File: config.mk
export PLATFORM = sky130hd
export DESIGN_NAME = spi_regfile_burst
export DESIGN_NICKNAME = d
export VERILOG_FILES = /design/src/rtl/spi_regfile_burst.sv
export SDC_FILE = /design/constraint.sdc
export NUM_CORES = 1
export LEC_CHECK = 0
export BUFFER_PORTS_ARGS = -buffer_cell sky130_fd_sc_hd__buf_2
export CAP_MARGIN = 5
export CORE_MARGIN = 2
export CORE_UTILIZATION = 50
export CTS_CLUSTER_DIAMETER = 200
export DETAILED_ROUTE_END_ITERATION = 8
export HOLD_SLACK_MARGIN = 0.1
export PLACE_DENSITY_LB_ADDON = 0.05
export SLEW_MARGIN = 30
export SYNTH_ARGS = -nofsm -noshare
export SYNTH_HDL_FRONTEND = slang
export SYNTH_SLANG_ARGS = --single-unit
File: constraint.sdc
create_clock -name clk -period 5 [get_ports clk]
set_input_delay 0.5 -clock clk [delete_from_list [all_inputs] [get_ports clk]]
set_output_delay 0.5 -clock clk [all_outputs]
set_load 0.005 [all_outputs]
File: src/rtl/spi_regfile_burst.sv
// SPI target with a parametrised config/status register file, all four SPI modes,
// burst transfers with address auto-increment and per-register write strobes.
module spi_regfile_burst #(
    parameter int                   NUM_CFG     = 8,
    parameter int                   NUM_STATUS  = 8,
    parameter int                   REG_WIDTH   = 8,
    parameter int                   SYNC_STAGES = 2,
    parameter logic [REG_WIDTH-1:0] CFG_RESET   = {REG_WIDTH{1'b0}}
) (
    input  logic                             clk,
    input  logic                             rst,
    input  logic [1:0]                       mode,
    input  logic                             spi_cs_n,
    input  logic                             spi_clk,
    input  logic                             spi_mosi,
    output logic                             spi_miso,
    output logic                             spi_miso_oe,
    output logic [NUM_CFG*REG_WIDTH-1:0]     config_regs,
    input  logic [NUM_STATUS*REG_WIDTH-1:0]  status_regs,
    output logic [NUM_CFG-1:0]               cfg_wr_strobe,
    output logic                             busy
);

    localparam int               FRAME_MAX = (REG_WIDTH > 8) ? REG_WIDTH : 8;
    localparam int               CNT_W     = $clog2(FRAME_MAX);
    localparam logic [CNT_W-1:0] CMD_LAST  = CNT_W'(7);
    localparam logic [CNT_W-1:0] DATA_LAST = CNT_W'(REG_WIDTH - 1);
    localparam logic [6:0]       ADDR_LAST = 7'(NUM_CFG + NUM_STATUS - 1);

    typedef enum logic [1:0] {
        ST_IDLE  = 2'd0,
        ST_CMD   = 2'd1,
        ST_WDATA = 2'd2,
        ST_RDATA = 2'd3
    } state_t;

    state_t                 state_r;
    state_t                 state_nx_s;

    logic [SYNC_STAGES-1:0] cs_sync_r;
    logic [SYNC_STAGES-1:0] sclk_sync_r;
    logic [SYNC_STAGES-1:0] mosi_sync_r;
    logic [SYNC_STAGES-1:0] cpol_sync_r;
    logic [SYNC_STAGES-1:0] cpha_sync_r;
    logic                   sclk_prev_r;
    logic                   cs_prev_r;

    logic                   cs_s;
    logic                   sclk_s;
    logic                   mosi_s;
    logic                   cpol_s;
    logic                   cpha_s;
    logic                   cs_fall_s;
    logic                   rise_s;
    logic                   fall_s;
    logic                   lead_s;
    logic                   trail_s;
    logic                   sample_s;
    logic                   shift_s;
    logic                   active_s;

    logic                   cpol_r;
    logic                   cpha_r;
    logic [CNT_W-1:0]       bit_cnt_r;
    logic [FRAME_MAX-2:0]   rx_sr_r;
    logic [REG_WIDTH-1:0]   tx_sr_r;
    logic [6:0]             addr_r;
    logic                   miso_r;
    logic [NUM_CFG-1:0]     wr_pend_r;
    logic [NUM_CFG-1:0]     strobe_r;
    logic [REG_WIDTH-1:0]   cfg_r [NUM_CFG];

    logic [7:0]             cmd_byte_s;
    logic [REG_WIDTH-1:0]   rx_data_s;
    logic [6:0]             addr_inc_s;
    logic [6:0]             rd_addr_s;
    logic [REG_WIDTH-1:0]   rd_val_s;
    logic                   wr_commit_s;
    logic [NUM_CFG-1:0]     wr_hot_s;

    assign cs_s   = cs_sync_r[SYNC_STAGES-1];
    assign sclk_s = sclk_sync_r[SYNC_STAGES-1];
    assign mosi_s = mosi_sync_r[SYNC_STAGES-1];
    assign cpol_s = cpol_sync_r[SYNC_STAGES-1];
    assign cpha_s = cpha_sync_r[SYNC_STAGES-1];

    // Pad synchronisers plus the registered copies used for edge detection
    always_ff @(posedge clk or posedge rst) begin
        if (rst) begin
            cs_sync_r   <= {SYNC_STAGES{1'b1}};
            sclk_sync_r <= {SYNC_STAGES{1'b0}};
            mosi_sync_r <= {SYNC_STAGES{1'b0}};
            cpol_sync_r <= {SYNC_STAGES{1'b0}};
            cpha_sync_r <= {SYNC_STAGES{1'b0}};
            sclk_prev_r <= 1'b0;
            cs_prev_r   <= 1'b1;
        end else begin
            cs_sync_r   <= {cs_sync_r[SYNC_STAGES-2:0], spi_cs_n};
            sclk_sync_r <= {sclk_sync_r[SYNC_STAGES-2:0], spi_clk};
            mosi_sync_r <= {mosi_sync_r[SYNC_STAGES-2:0], spi_mosi};
            cpol_sync_r <= {cpol_sync_r[SYNC_STAGES-2:0], mode[1]};
            cpha_sync_r <= {cpha_sync_r[SYNC_STAGES-2:0], mode[0]};
            sclk_prev_r <= sclk_s;
            cs_prev_r   <= cs_s;
        end
    end

    // Edge classification against the mode latched at CS assertion
    always_comb begin
        cs_fall_s = cs_prev_r & ~cs_s;
        rise_s    = sclk_s & ~sclk_prev_r;
        fall_s    = ~sclk_s & sclk_prev_r;
        lead_s    = cpol_r ? fall_s : rise_s;
        trail_s   = cpol_r ? rise_s : fall_s;
        sample_s  = cpha_r ? trail_s : lead_s;
        shift_s   = cpha_r ? lead_s : trail_s;
        active_s  = (state_r != ST_IDLE) & ~cs_s;
    end

    // Frame decode, address sequencing and read-data mux
    always_comb begin
        cmd_byte_s  = {rx_sr_r[6:0], mosi_s};
        rx_data_s   = {rx_sr_r[REG_WIDTH-2:0], mosi_s};
        if (addr_r == ADDR_LAST) begin
            addr_inc_s = 7'd0;
        end else begin
            addr_inc_s = addr_r + 7'd1;
        end
        if (state_r == ST_CMD) begin
            rd_addr_s = cmd_byte_s[6:0];
        end else begin
            rd_addr_s = addr_inc_s;
        end
        rd_val_s = {REG_WIDTH{1'b0}};
        for (int i = 0; i < NUM_CFG; i++) begin
            rd_val_s |= {REG_WIDTH{rd_addr_s == 7'(i)}} & cfg_r[i];
        end
        for (int i = 0; i < NUM_STATUS; i++) begin
            rd_val_s |= {REG_WIDTH{rd_addr_s == 7'(NUM_CFG + i)}}
                        & status_regs[i*REG_WIDTH +: REG_WIDTH];
        end
        wr_commit_s = active_s & sample_s & (state_r == ST_WDATA) & (bit_cnt_r == DATA_LAST);
        for (int k = 0; k < NUM_CFG; k++) begin
            wr_hot_s[k] = wr_commit_s & (addr_r == 7'(k));
        end
    end

    // Transaction state register
    always_ff @(posedge clk or posedge rst) begin
        if (rst) begin
            state_r <= ST_IDLE;
        end else begin
            state_r <= state_nx_s;
        end
    end

    // Next-state logic; CS deassertion overrides everything, including a coincident sample
    always_comb begin
        state_nx_s = state_r;
        case (state_r)
            ST_IDLE: begin
                if (cs_fall_s) begin
                    state_nx_s = ST_CMD;
                end else begin
                    state_nx_s = ST_IDLE;
                end
            end
            ST_CMD: begin
                if (cs_s) begin
                    state_nx_s = ST_IDLE;
                end else if (sample_s && (bit_cnt_r == CMD_LAST)) begin
                    state_nx_s = cmd_byte_s[7] ? ST_WDATA : ST_RDATA;
                end else begin
                    state_nx_s = ST_CMD;
                end
            end
            ST_WDATA, ST_RDATA: begin
                if (cs_s) begin
                    state_nx_s = ST_IDLE;
                end else begin
                    state_nx_s = state_r;
                end
            end
            default: state_nx_s = ST_IDLE;
        endcase
    end

    // Shift registers, register file writes, strobes and MISO
    always_ff @(posedge clk or posedge rst) begin
        if (rst) begin
            cpol_r    <= 1'b0;
            cpha_r    <= 1'b0;
            bit_cnt_r <= {CNT_W{1'b0}};
            rx_sr_r   <= {(FRAME_MAX-1){1'b0}};
            tx_sr_r   <= {REG_WIDTH{1'b0}};
            addr_r    <= 7'd0;
            miso_r    <= 1'b0;
            wr_pend_r <= {NUM_CFG{1'b0}};
            strobe_r  <= {NUM_CFG{1'b0}};
            for (int k = 0; k < NUM_CFG; k++) begin
                cfg_r[k] <= CFG_RESET;
            end
        end else begin
            wr_pend_r <= wr_hot_s;
            strobe_r  <= wr_pend_r;
            for (int k = 0; k < NUM_CFG; k++) begin
                if (wr_hot_s[k]) begin
                    cfg_r[k] <= rx_data_s;
                end
            end
            if (cs_fall_s) begin
                cpol_r <= cpol_s;
                cpha_r <= cpha_s;
            end
            if (!active_s) begin
                bit_cnt_r <= {CNT_W{1'b0}};
                if (cs_fall_s && !cpha_s) begin
                    miso_r <= 1'b0;
                end
            end else if (sample_s) begin
                rx_sr_r <= {rx_sr_r[FRAME_MAX-3:0], mosi_s};
                if (state_r == ST_CMD) begin
                    if (bit_cnt_r == CMD_LAST) begin
                        bit_cnt_r <= {CNT_W{1'b0}};
                        addr_r    <= cmd_byte_s[6:0];
                        tx_sr_r   <= rd_val_s;
                    end else begin
                        bit_cnt_r <= bit_cnt_r + CNT_W'(1);
                    end
                end else if (bit_cnt_r == DATA_LAST) begin
                    bit_cnt_r <= {CNT_W{1'b0}};
                    addr_r    <= addr_inc_s;
                    if (state_r == ST_RDATA) begin
                        tx_sr_r <= rd_val_s;
                    end
                end else begin
                    bit_cnt_r <= bit_cnt_r + CNT_W'(1);
                end
            end else if (shift_s) begin
                if (state_r == ST_RDATA) begin
                    miso_r  <= tx_sr_r[REG_WIDTH-1];
                    tx_sr_r <= {tx_sr_r[REG_WIDTH-2:0], 1'b0};
                end else begin
                    miso_r <= 1'b0;
                end
            end
        end
    end

    for (genvar k = 0; k < NUM_CFG; k++) begin : g_cfg_out
        assign config_regs[k*REG_WIDTH +: REG_WIDTH] = cfg_r[k];
    end

    assign spi_miso      = miso_r;
    assign spi_miso_oe   = ~cs_s;
    assign cfg_wr_strobe = strobe_r;
    assign busy          = (state_r != ST_IDLE);

endmodule
==> summary.md, run 1 <==
### Global routing
- 0 — initial antenna violation count
- 72 — pin count of the biggest net entering global routing
- 5632 — via count of the first global-routing pass
- 0 — total congestion overflow after global routing
- 0.329 — Total GRT Usage
- 31800 um — global-route wire length before repair

### Power
- 0.288 — switching power as a share of total power
- 3.76 nW — leak pwr
- 0.472 — clock network power share
- 0.092 — Combinational Power Share
- 2.47 mW — total chip power
- 1.76 mW — internal power
- 334 nW/um^2 — power per unit of standard cell area
- 710 uW — Switch Pwr
- 0.436 — relative contribution of sequential cells to total power
- 0.000308 V — Max VDD drop

### Synth
- 0 — Warnings, synthesis
- sky130_fd_sc_hd__dfrtp_1 — flip-flop cell with the highest count after synthesis
- 1.00 — Async SR Flop Fraction
- 6060 um^2 — combined area of all synthesized cells
- 122 — flop and latch count out of synthesis
- 663 — instance count of the mapped netlist
- 9.14 um^2 — post-synthesis average cell area
- 0.505 — share of synthesized area occupied by flip-flops and latches
- 70 — post-synth cell types
- 740 — Post-Synthesis Net Count
- 0 — number of synthesized flops with an enable pin

### Timing
- 0 — number of pins exceeding their max-slew limit in the final report
- 0 ns — TNS Setup
- 0.173 ns — worst-case hold slack
- 0.357 — Max-Slew Margin vs Limit
- 0.952 ns — actual slew at the worst max-slew pin
- 0.666 — final worst path period share
- 0.300 GHz — fmax
- 0.00941 ns — Clock Skew
- 0 — count of endpoints failing hold in the final timing report
- 3.33 ns — shortest clock period the worst path allows after layout
- 0 — Setup Viol. Count Final
- false — setup repair after global routing missed its margin

### Finish
- sky130_fd_sc_hd__nand2_1 — commonest non-fill, non-tap cell in the layout
- 0 — diode count
- 873 — layout net count
- 0.620 — final core utilization
- 3060 um^2 — flip-flop and latch area
- 22.0% — Area growth, synth to finish
- sky130_fd_sc_hd__nand2_1 (231), sky130_fd_sc_hd__buf_2 (145), sky130_fd_sc_hd__dfrtp_1 (119) — top library cells by usage in the layout, fill and taps aside
- 0.260 — ratio of cells with drive above 1 in the final layout
- 2750 um^2 — Multi-input gate area
- 1084 — fill count

### Setup path
- sky130_fd_sc_hd__dfrtp_1 — cell type of the slowest stage on the worst timing path
- flop — endpoint class of the critical path
- ha_1 > nand4_1 > nor4b_1 > a211oi_1 > and3_1 > and3_1 > a222oi_1 > nor4bb_1 > a31oi_1 — Critical Path, Cell by Cell
- 0 — worst path buffer plus inverter count
- sky130_fd_sc_hd__and3_1 — Most common cell on crit path
- 3.62 ns — crit path DAT
- flop — launching element type of the critical path
- 5.29 ns — data required time of the critical path
- simple AND/OR/NAND/NOR gates — category of cells accounting for the largest share of critical-path delay
- addr_r[0] — startpoint of the most critical register-to-register path
- flop to flop — critical path class
- 0.51 ns — Slowest Stage Delay on Critical Path
- addr_r[0] — worst setup path startpoint
- 17 — largest fanout on the critical path

### Placed design
- 0.973 — global placer's final weighted congestion
- 145 — quantity of I/O buffers inserted on ports
- 14800 um — sum of net half-perimeters after detailed placement

### Clock network
- 0.06 ns — post-CTS clock slew at the launch and capture registers of the worst setup and hold paths
- 4 — # H-tree levels
- 0 — Post-CTS Hold Fix Bufs
- done — CTS tree
- 0.43 ns — Skew-Pair Late Insertion Delay
- sky130_fd_sc_hd__clkbuf_16 — root buffer cell
- 0 — PostCTS Resize Cnt
- 2 — maximum buffer depth of the clock tree
- 122 — total clock sinks
- 17 — Num CTS Buffers
- 0 — number of post-CTS setup repair buffers

### Floorplanning
- 114 um — die span in y
- 11900 um^2 — core footprint
- 40 — standard-cell row count
- 114 um — DIE WIDTH
- 13000 um^2 — total die area
- 146 — I/O Pins
- 0.509 — starting density of the core

### Outcome
- completed — run status

### Routing
- 0 — number of remaining DRC errors
- 5 — iteration count of the initial detailed-routing pass
- 0 — number of nets with antenna violations after routing
- 5.97 — via density per instance
- 20700 um — total detailed-routing wirelength
- 5703 — vias after detailed routing
- 21.7 um — Routed wire per std cell
- 652 — number of design-rule violations left by the first detailed-router iteration

### Hold path
- spi_cs_n — launch instance of the worst min-delay path
- input pin to flop — HP Class

### Flow run
- 0 — number of maximum-capacitance constraint violations

[stage by stage]
stage | cells | setup slack, ns | instance area, um^2
after floorplan | 663 | 1.26 | 6060
after global placement | 924 | 1.88 | 6820
after detailed placement | 924 | 1.82 | 6820
after CTS | 956 | 1.80 | 7380
after global routing | 956 | 1.51 | 7390
final | 956 | 1.67 | 7390
[layer usage]
layer,routed length [um],GRT usage,up-vias
li1,-,-,2588
met1,8480,0.449,2764
met2,9590,0.508,295
met3,1920,0.0768,56
met4,752,0.134,0
met5,0,0,-
[Yosys cell counts, drive strengths merged, types with 3 or more instances]
library cell	number	area, um^2
xnor2	4	35.0
mux2	10	113
a32oi	4	35.0
and2	5	33.8
a22oi	23	173
nor2b	4	32.5
a22o	6	52.6
o22ai	4	25.0
a222oi	8	80.1
nor2	35	148
a31oi	4	25.0
buf	17	120
a32o	6	60.1
o2bb2ai	4	35.0
o31ai	3	36.3
nand3	7	35.0
and3	14	92.6
o21ai	32	164
inv	9	33.8
nand2b	5	38.8
dfstp	3	78.8
o221ai	4	35.0
nand2	232	873
ha	6	75.1
mux2i	9	90.1
a211oi	5	37.5
dfrtp	119	2980
a21oi	13	65.1
clkinv	8	30.0
nor3	3	15.0
o21a	3	22.5
clkbuf	19	71.3
a221oi	4	41.3
[final cells by class]
type | count | area share
clock buffer | 19 | 0.0613
clock inverter | 13 | 0.0149
inverter | 17 | 0.00932
multi-input combinational | 488 | 0.372
sequential | 122 | 0.414
tap | 147 | 0.0249
timing repair buffer | 150 | 0.103
[power groups by stage]
stage | sequential (mW) | combinational [mW] | clock (mW)
CTS | 1.08 | 0.226 | 1.17
detailed placement | 1.09 | 0.225 | 0
finish | 1.08 | 0.227 | 1.17
global placement | 1.09 | 0.222 | 0
floorplan | 1.04 | 0.174 | 0
global route | 1.08 | 0.248 | 1.21
[state kept, by name, summed over array words and instances (netlist names), 3 cells and up]
register       cells
wr_pend_r          8
cfg_wr_strobe      8
addr_r             7
config_regs       64
bit_cnt_r          3
rx_sr_r            7
tx_sr_r            8
[path summary, 6_finish.rpt]
kind | endpoint | slack [ns] | cells after the start
worst max register to register | tx_sr_r[2] | 1.67 | 9
worst min-delay path | cs_sync_r[0] | 0.17 | 1
max in group asynchronous | spi_miso | 3.67 | 3
worst min register to register | cfg_wr_strobe[5] | 0.35 | 0
worst max-delay path | tx_sr_r[2] | 1.67 | 9
min in group asynchronous | cfg_wr_strobe[0] | 0.18 | 2
[cells by family after synthesis]
kind of cell	after synthesis	synth area share
compound gates	138	0.171
xor+xnor	5	0.00723
fa+ha+maj	6	0.0124
buf+inv	53	0.0421
flops	122	0.505
mux	19	0.0335
simple gates	320	0.229
No activity file was read; power rests on OpenSTA's default activity.
==> run 2, diff against run 1 <==
Clock period 5 ns to 3.3 ns, I/O delays scaled along.
==> run 2 against run 1 <==
Against the previous run: worst setup slack lost 1.4 ns; power grew 56%; final cell count grew 2.2%; cell area grew 3.0%; first-iteration DRC count shrank 8.6%; die area is the same; sequential power grew 49%; critical path depth shrank 1; global-route usage grew 1.5 points; non-clock buffer count grew 21; highest routed layer unchanged.
==> summary.md, run 2 (synthesized netlist as in run 1, its figures left out) <==
### Global routing
- 0.463 — grt met1 use, +0.0135
- met2 — most used routing layer in global routing
- 0.344 — Total GRT Usage, +0.0149
- 0 — total congestion overflow after global routing, unchanged
- 5706 — via count of the first global-routing pass, +1.3%
- 0.538 — met2 Resource Use GR, +0.0302
- 32900 um — global-route wire length before repair, +3.5%
- 0 — initial antenna violation count, unchanged
- 48 — pin count of the biggest net entering global routing, -33%
- 0.0731 — met3 track utilization from global routing, -0.00371

### Hold path
- input pin to flop — HP Class

### Power
- 0.109 — Combinational Power Share, +0.017
- 1.09 mW — Switch Pwr, +53%
- 0.283 — switching power as a share of total power, -0.00422
- 0.472 — clock network power share, about the same
- 0.419 — relative contribution of sequential cells to total power, -0.017
- 0.000430 V — Max VDD drop, +40%
- 2.75 mW — internal power, +56%
- 505 nW/um^2 — power per unit of standard cell area, +51%
- 3.84 mW — total chip power, +56%
- 3.87 nW — leak pwr, +3.1%

### Floorplanning
- 40 — standard-cell row count, unchanged
- 114 um — DIE WIDTH, unchanged
- 11900 um^2 — core footprint, unchanged
- 13000 um^2 — total die area, unchanged
- 114 um — die span in y, unchanged
- 0.509 — starting density of the core, unchanged
- 146 — I/O Pins, unchanged

### Setup path
- flop — endpoint class of the critical path
- flop — launching element type of the critical path
- 3.60 ns — data required time of the critical path, -1.69 ns
- flop to flop — critical path class
- 3.28 ns — crit path DAT, -0.34 ns
- 14 — largest fanout on the critical path, -3

### Timing
- 0 — number of pins exceeding their max-slew limit in the final report, unchanged
- 0.320 ns — minimum setup slack in the final design, -1.35 ns
- 2.98 ns — shortest clock period the worst path allows after layout, -0.348 ns
- 0.903 — final worst path period share, +0.237
- 0.466 — Max-Slew Margin vs Limit, +0.109
- 0.0227 ns — Clock Skew, +0.0132 ns
- 0 ns — TNS Setup, unchanged
- 0 — Setup Viol. Count Final, unchanged
- false — setup repair after global routing missed its margin
- 0.336 GHz — fmax, +12%
- 0 — count of endpoints failing hold in the final timing report, unchanged
- 0.791 ns — actual slew at the worst max-slew pin, -0.161 ns

### Placed design
- 145 — quantity of I/O buffers inserted on ports, unchanged
- 15600 um — sum of net half-perimeters after detailed placement, +5.9%
- 938 — placed insts, +1.5%
- 0.0622 ns — pre-CTS WS, -1.76 ns
- 6950 um^2 — Post-DP Area, +1.8%
- 0.995 — global placer's final weighted congestion, +2.3%

### Finish
- 0 — diode count, unchanged
- sky130_fd_sc_hd__nand2_1 (231), sky130_fd_sc_hd__buf_2 (145), sky130_fd_sc_hd__dfrtp_1 (118) — top library cells by usage in the layout, fill and taps aside
- sky130_fd_sc_hd__nand2_1 — commonest non-fill, non-tap cell in the layout
- 894 — layout net count, +2.4%
- 977 — post-route non-filler standard cell count, +2.2%
- 7610 um^2 — Final Cell Area, +3.0%
- 64 — flip-flop count of the largest register, all copies and words added, unchanged
- 25.6% — Area growth, synth to finish
- 0.273 — ratio of cells with drive above 1 in the final layout, +0.0139

### Routing
- 6.00 — via density per instance, +0.54%
- 6 — iteration count of the initial detailed-routing pass, +1
- 22.1 um — Routed wire per std cell, +1.8%
- 5860 — vias after detailed routing, +2.8%
- 0 — number of nets with antenna violations after routing, unchanged
- 21600 um — total detailed-routing wirelength, +4.0%
- 0 — number of remaining DRC errors, unchanged
- 596 — number of design-rule violations left by the first detailed-router iteration, -8.6%

### Clock network
- 17 — Num CTS Buffers, unchanged
- 2 — maximum buffer depth of the clock tree, unchanged
- 0.44 ns — Skew-Pair Late Insertion Delay, about the same
- 0 — number of post-CTS setup repair buffers, unchanged
- 0.06 ns — post-CTS clock slew at the launch and capture registers of the worst setup and hold paths, about the same
- 122 — total clock sinks, unchanged
- done — CTS tree
- 4 — # H-tree levels, unchanged
- sky130_fd_sc_hd__clkbuf_16 — root buffer cell

### Flow run
- 0 — number of maximum-capacitance constraint violations, unchanged

### Outcome
- completed — run status

## run 2: repair_timing
action                                 CTS  global route
resized for setup                        0             4
setup endpoints to repair                0             8
hold buffers                             5             1
endpoints found under the hold margin    5             5
## run 2: final timing paths
check	start	end	slack (ns)	cells past startpoint
max in group asynchronous	rst	config_regs[53]	2.37	4
min reg2reg	cpol_sync_r[0]	cpol_sync_r[1]	0.35	0
min in group asynchronous	rst	config_regs[17]	0.41	3
max	addr_r[0]	tx_sr_r[4]	0.32	8
max reg2reg	addr_r[0]	tx_sr_r[4]	0.32	8
min	status_regs[25]	tx_sr_r[1]	0.22	3
## run 2: worst max-delay path, cell delays in order, from the launching register on
cell and delay (ns):
sky130_fd_sc_hd__dfrtp_2 0.46, sky130_fd_sc_hd__inv_1 0.13, sky130_fd_sc_hd__ha_1 0.46, sky130_fd_sc_hd__o21ai_0 0.11, sky130_fd_sc_hd__o21a_1 0.45, sky130_fd_sc_hd__and3_1 0.37
sky130_fd_sc_hd__a222oi_1 0.41, sky130_fd_sc_hd__nand3_1 0.13, sky130_fd_sc_hd__o31a_1 0.31
## run 2: through the flow
stage          hold WS [ns]   util
3_5_place_dp          0.336  0.583
6_report              0.218  0.639
3_3_place_gp          0.332  0.583
2_1_floorplan         0.331      -
4_1_cts               0.113  0.636
5_1_grt               0.236  0.639
## run 2: layout make-up
type	count	area [um^2]
fillers	1005	4300
inverters	17	67.6
well taps	147	184
multi-input cells	488	2750
clock inverters	14	138
repair buffers	171	973
clock buffers	18	439
flip-flops and latches	122	3060
## run 2: power groups by stage
| stage | registers [mW] | clock network, mW | logic (mW) |
|---|---|---|---|
| floorplan | 1.57 | 0 | 0.264 |
| global placement | 1.63 | 0 | 0.397 |
| detailed placement | 1.63 | 0 | 0.401 |
| CTS | 1.60 | 1.83 | 0.409 |
| global route | 1.61 | 1.89 | 0.445 |
| finish | 1.61 | 1.81 | 0.420 |
## run 2: layer usage
metal | part of all wire | vias to the layer above
met3 | 0.083 | 53
met5 | 0 | -
met1 | 0.41 | 2868
li1 | - | 2625
met4 | 0.031 | 0
met2 | 0.48 | 314
==> run 3, diff against run 2 <==
Settings changed: ABC_AREA set to 1.
==> run 3 against run 2 <==
Against the previous run: clock skew down 0.015 ns; combinational power up 60%; register-to-register slack better by 0.31 ns.
==> summary.md, run 3 <==
### Outcome
- completed — run status

### Global routing
- 30000 um — global-route wire length before repair, -8.8%
- 5540 — via count of the first global-routing pass, -2.9%
- 0 — total congestion overflow after global routing, unchanged
- 0.0861 — met3 track utilization from global routing, +0.0130
- 74 — pin count of the biggest net entering global routing, +54%
- 0.309 — Total GRT Usage, -0.0345
- met2 — most used routing layer in global routing
- 0.469 — met2 Resource Use GR, -0.0687
- 0.428 — grt met1 use, -0.0349
- 0 — initial antenna violation count, unchanged

### Timing
- 0.630 ns — minimum setup slack in the final design, +0.310 ns
- false — setup repair after global routing missed its margin
- 0.548 — Max-Slew Margin vs Limit, +0.0817
- 0.374 GHz — fmax, +12%
- 0 ns — TNS Setup, unchanged
- 2.67 ns — shortest clock period the worst path allows after layout, -0.310 ns
- 0.676 ns — actual slew at the worst max-slew pin, -0.115 ns
- 0.00775 ns — Clock Skew, -0.0149 ns
- 0 — count of endpoints failing hold in the final timing report, unchanged
- 0.139 ns — worst-case hold slack, -0.0787 ns
- 0 — Setup Viol. Count Final, unchanged
- 0.809 — final worst path period share, -0.0940
- 0 — number of pins exceeding their max-slew limit in the final report, unchanged

### Routing
- 6 — iteration count of the initial detailed-routing pass, unchanged
- 5.53 — via density per instance, -7.8%
- 6055 — vias after detailed routing, +3.3%
- 17.9 um — Routed wire per std cell, -19%
- 0 — number of remaining DRC errors, unchanged
- 19700 um — total detailed-routing wirelength, -8.9%
- 509 — number of design-rule violations left by the first detailed-router iteration, -15%
- 0 — number of nets with antenna violations after routing, unchanged

### Setup path
- 3.65 ns — data required time of the critical path, +0.05 ns
- 0.57 ns — Slowest Stage Delay on Critical Path, +0.11 ns
- sky130_fd_sc_hd__nor2_1 — cell type of the slowest stage on the worst timing path
- flop — endpoint class of the critical path
- ha_1 > nand3_1 > nor2_1 > nor2_2 > nand2_1 > nand2_1 > nand2_2 > nor2_1 > nand3_1 > nand2_1 > nor2_1 > nand2_1 > nor2_1 > nand2_1 > nand2_1 > nand2_1 — Critical Path, Cell by Cell
- flop to flop — critical path class
- 3.02 ns — crit path DAT, -0.26 ns
- sky130_fd_sc_hd__nand2_1 — Most common cell on crit path
- 8 — largest fanout on the critical path, -6
- flop — launching element type of the critical path

### Placed design
- 14200 um — sum of net half-perimeters after detailed placement, -9.1%
- 0.936 — global placer's final weighted congestion, -5.9%
- 6940 um^2 — Post-DP Area, -0.11%
- 145 — quantity of I/O buffers inserted on ports, unchanged
- 0.656 ns — pre-CTS WS, +0.594 ns

### Finish
- 0.228 — ratio of cells with drive above 1 in the final layout, -0.0456
- sky130_fd_sc_hd__nand2_1 — commonest non-fill, non-tap cell in the layout
- 1012 — layout net count, +13%
- sky130_fd_sc_hd__nand2_1 (230), sky130_fd_sc_hd__buf_2 (145), sky130_fd_sc_hd__nand3_1 (134) — top library cells by usage in the layout, fill and taps aside
- 0 — diode count, unchanged
- 7580 um^2 — Final Cell Area, -0.31%
- 25.4% — Area growth, synth to finish
- 64 — flip-flop count of the largest register, all copies and words added, unchanged

### Clock network
- 0.06 ns — post-CTS clock slew at the launch and capture registers of the worst setup and hold paths, about the same
- sky130_fd_sc_hd__clkbuf_16 — root buffer cell
- 2 — maximum buffer depth of the clock tree, unchanged
- 5 — Post-CTS Hold Fix Bufs, unchanged
- 122 — total clock sinks, unchanged
- 0 — number of post-CTS setup repair buffers, unchanged
- 17 — Num CTS Buffers, unchanged
- 4 — # H-tree levels, unchanged
- done — CTS tree
- 0 — PostCTS Resize Cnt, unchanged
- 0.41 ns — Skew-Pair Late Insertion Delay, -0.03 ns

### Power
- 1.21 mW — Switch Pwr, +11%
- 0.452 — clock network power share, -0.020
- 0.000562 V — Max VDD drop, +31%
- 0.295 — switching power as a share of total power, +0.0118
- 0.165 — Combinational Power Share, +0.056
- 2.88 mW — internal power, +4.7%
- 539 nW/um^2 — power per unit of standard cell area, +6.8%
- 0.383 — relative contribution of sequential cells to total power, -0.036
- 4.07 nW — leak pwr, +5.2%

### Floorplanning
- 114 um — DIE WIDTH, about the same
- 146 — I/O Pins, unchanged
- 13000 um^2 — total die area, -0.14%
- 114 um — die span in y, about the same
- 11900 um^2 — core footprint, unchanged
- 0.508 — starting density of the core, -0.000735
- 40 — standard-cell row count, unchanged

### Synth
- 7.76 um^2 — post-synthesis average cell area, -15%
- sky130_fd_sc_hd__dfrtp_1 — flip-flop cell with the highest count after synthesis
- 6050 um^2 — combined area of all synthesized cells, -0.14%
- 856 — Post-Synthesis Net Count, +16%
- sky130_fd_sc_hd__dfrtp_1 — area leader, netlist
- 122 — flop and latch count out of synthesis, unchanged
- 0.492 — share of Yosys cell area claimed by the top area cell type, +0.000712
- 34 — post-synth cell types, -51%
- 1.00 — Async SR Flop Fraction, unchanged
- 0 — number of synthesized flops with an enable pin, unchanged
- sky130_fd_sc_hd__nand2_1 (230), sky130_fd_sc_hd__nand3_1 (134), sky130_fd_sc_hd__dfrtp_1 (119) — top post-synthesis cells by count
- sky130_fd_sc_hd__nand2_1 — leading cell type by number of instances after synthesis
- sky130_fd_sc_hd__dfrtp_1 (49%), sky130_fd_sc_hd__nand2_1 (14%), sky130_fd_sc_hd__nand3_1 (11%) — largest cells by area after synthesis
- 0.505 — share of synthesized area occupied by flip-flops and latches, +0.000731
- 779 — instance count of the mapped netlist, +17%
- 0 — Warnings, synthesis, unchanged

### Hold path
- input pin to asynchronous set/reset pin — HP Class

### Flow run
- 0 — number of maximum-capacitance constraint violations, unchanged

[run 3: cell count changes in the layout (fill, tap and decap cells not counted), moves of 8 or more]
cell	before	now
sky130_fd_sc_hd__a21oi_1	13	3
sky130_fd_sc_hd__a222oi_1	8	0
sky130_fd_sc_hd__a22oi_1	23	0
sky130_fd_sc_hd__and3_1	12	1
sky130_fd_sc_hd__buf_4	17	7
sky130_fd_sc_hd__inv_1	8	54
sky130_fd_sc_hd__mux2_2	10	1
sky130_fd_sc_hd__mux2i_1	9	1
sky130_fd_sc_hd__nand3_1	7	134
sky130_fd_sc_hd__nor2_1	34	76
sky130_fd_sc_hd__nor2_2	0	13
sky130_fd_sc_hd__o21ai_0	30	84
[run 3: kinds of logic after synthesis]
logic type | count (synthesis) | share of synthesized area
adder cells (fa/ha/maj) | 6 | 0.0124
multiplexers | 2 | 0.00352
AO/OA/AOI/OAI | 92 | 0.0780
flip-flops | 122 | 0.505
AND/OR/NAND/NOR | 474 | 0.342
buffers and inverters | 81 | 0.0563
XOR/XNOR | 2 | 0.00290
[run 3: layer usage]
| metal | part of all wire | routed length [um] |
|---|---|---|
| met1 | 0.43 | 8530 |
| met2 | 0.46 | 8950 |
| met3 | 0.083 | 1630 |
| met4 | 0.027 | 538 |
| met5 | 0 | 0 |
[run 3: final timing paths]
check	start	end	slack, ns	cells past startpoint
max	addr_r[0]	tx_sr_r[4]	0.63	16
min	rst	state_r[1]	0.14	3
max reg2reg	addr_r[0]	tx_sr_r[4]	0.63	16
min reg2reg	mosi_sync_r[0]	mosi_sync_r[1]	0.35	0
max in group asynchronous	rst	config_regs[27]	2.69	3
min in group clk	status_regs[57]	tx_sr_r[1]	0.32	7
[run 3: power groups by stage]
stage               Combinational [mW]  Clock, mW  Sequential (mW)
finish                           0.674       1.85             1.57
global placement                 0.647          0             1.59
CTS                              0.666       1.87             1.57
floorplan                        0.392          0             1.59
global route                     0.738       1.94             1.57
detailed placement               0.655          0             1.59
[run 3: final cells by class]
| cell class | instances | area (um^2) |
|---|---|---|
| Clock buffer | 22 | 474 |
| Clock inverter | 10 | 118 |
| Fill cell | 1070 | 4330 |
| Inverter | 58 | 221 |
| Multi-Input combinational cell | 576 | 2650 |
| Sequential cell | 122 | 3060 |
| Tap cell | 147 | 184 |
| Timing Repair Buffer | 160 | 880 |
[run 3: per-stage QoR]
step	utilization	power, mW	cells
3_5_place_dp	0.583	2.25	1058
2_1_floorplan	-	1.98	779
3_3_place_gp	0.583	2.24	1058
4_1_cts	0.636	4.10	1095
5_1_grt	0.637	4.25	1095
6_report	0.637	4.09	1095
[run 3: worst max-delay path: cells and delay by family (launching register included)]
family / cells / cell delay (ns)
flip-flops: 1 / 0.41
adder cells (fa/ha/maj): 1 / 0.28
AND/OR/NAND/NOR: 15 / 1.91
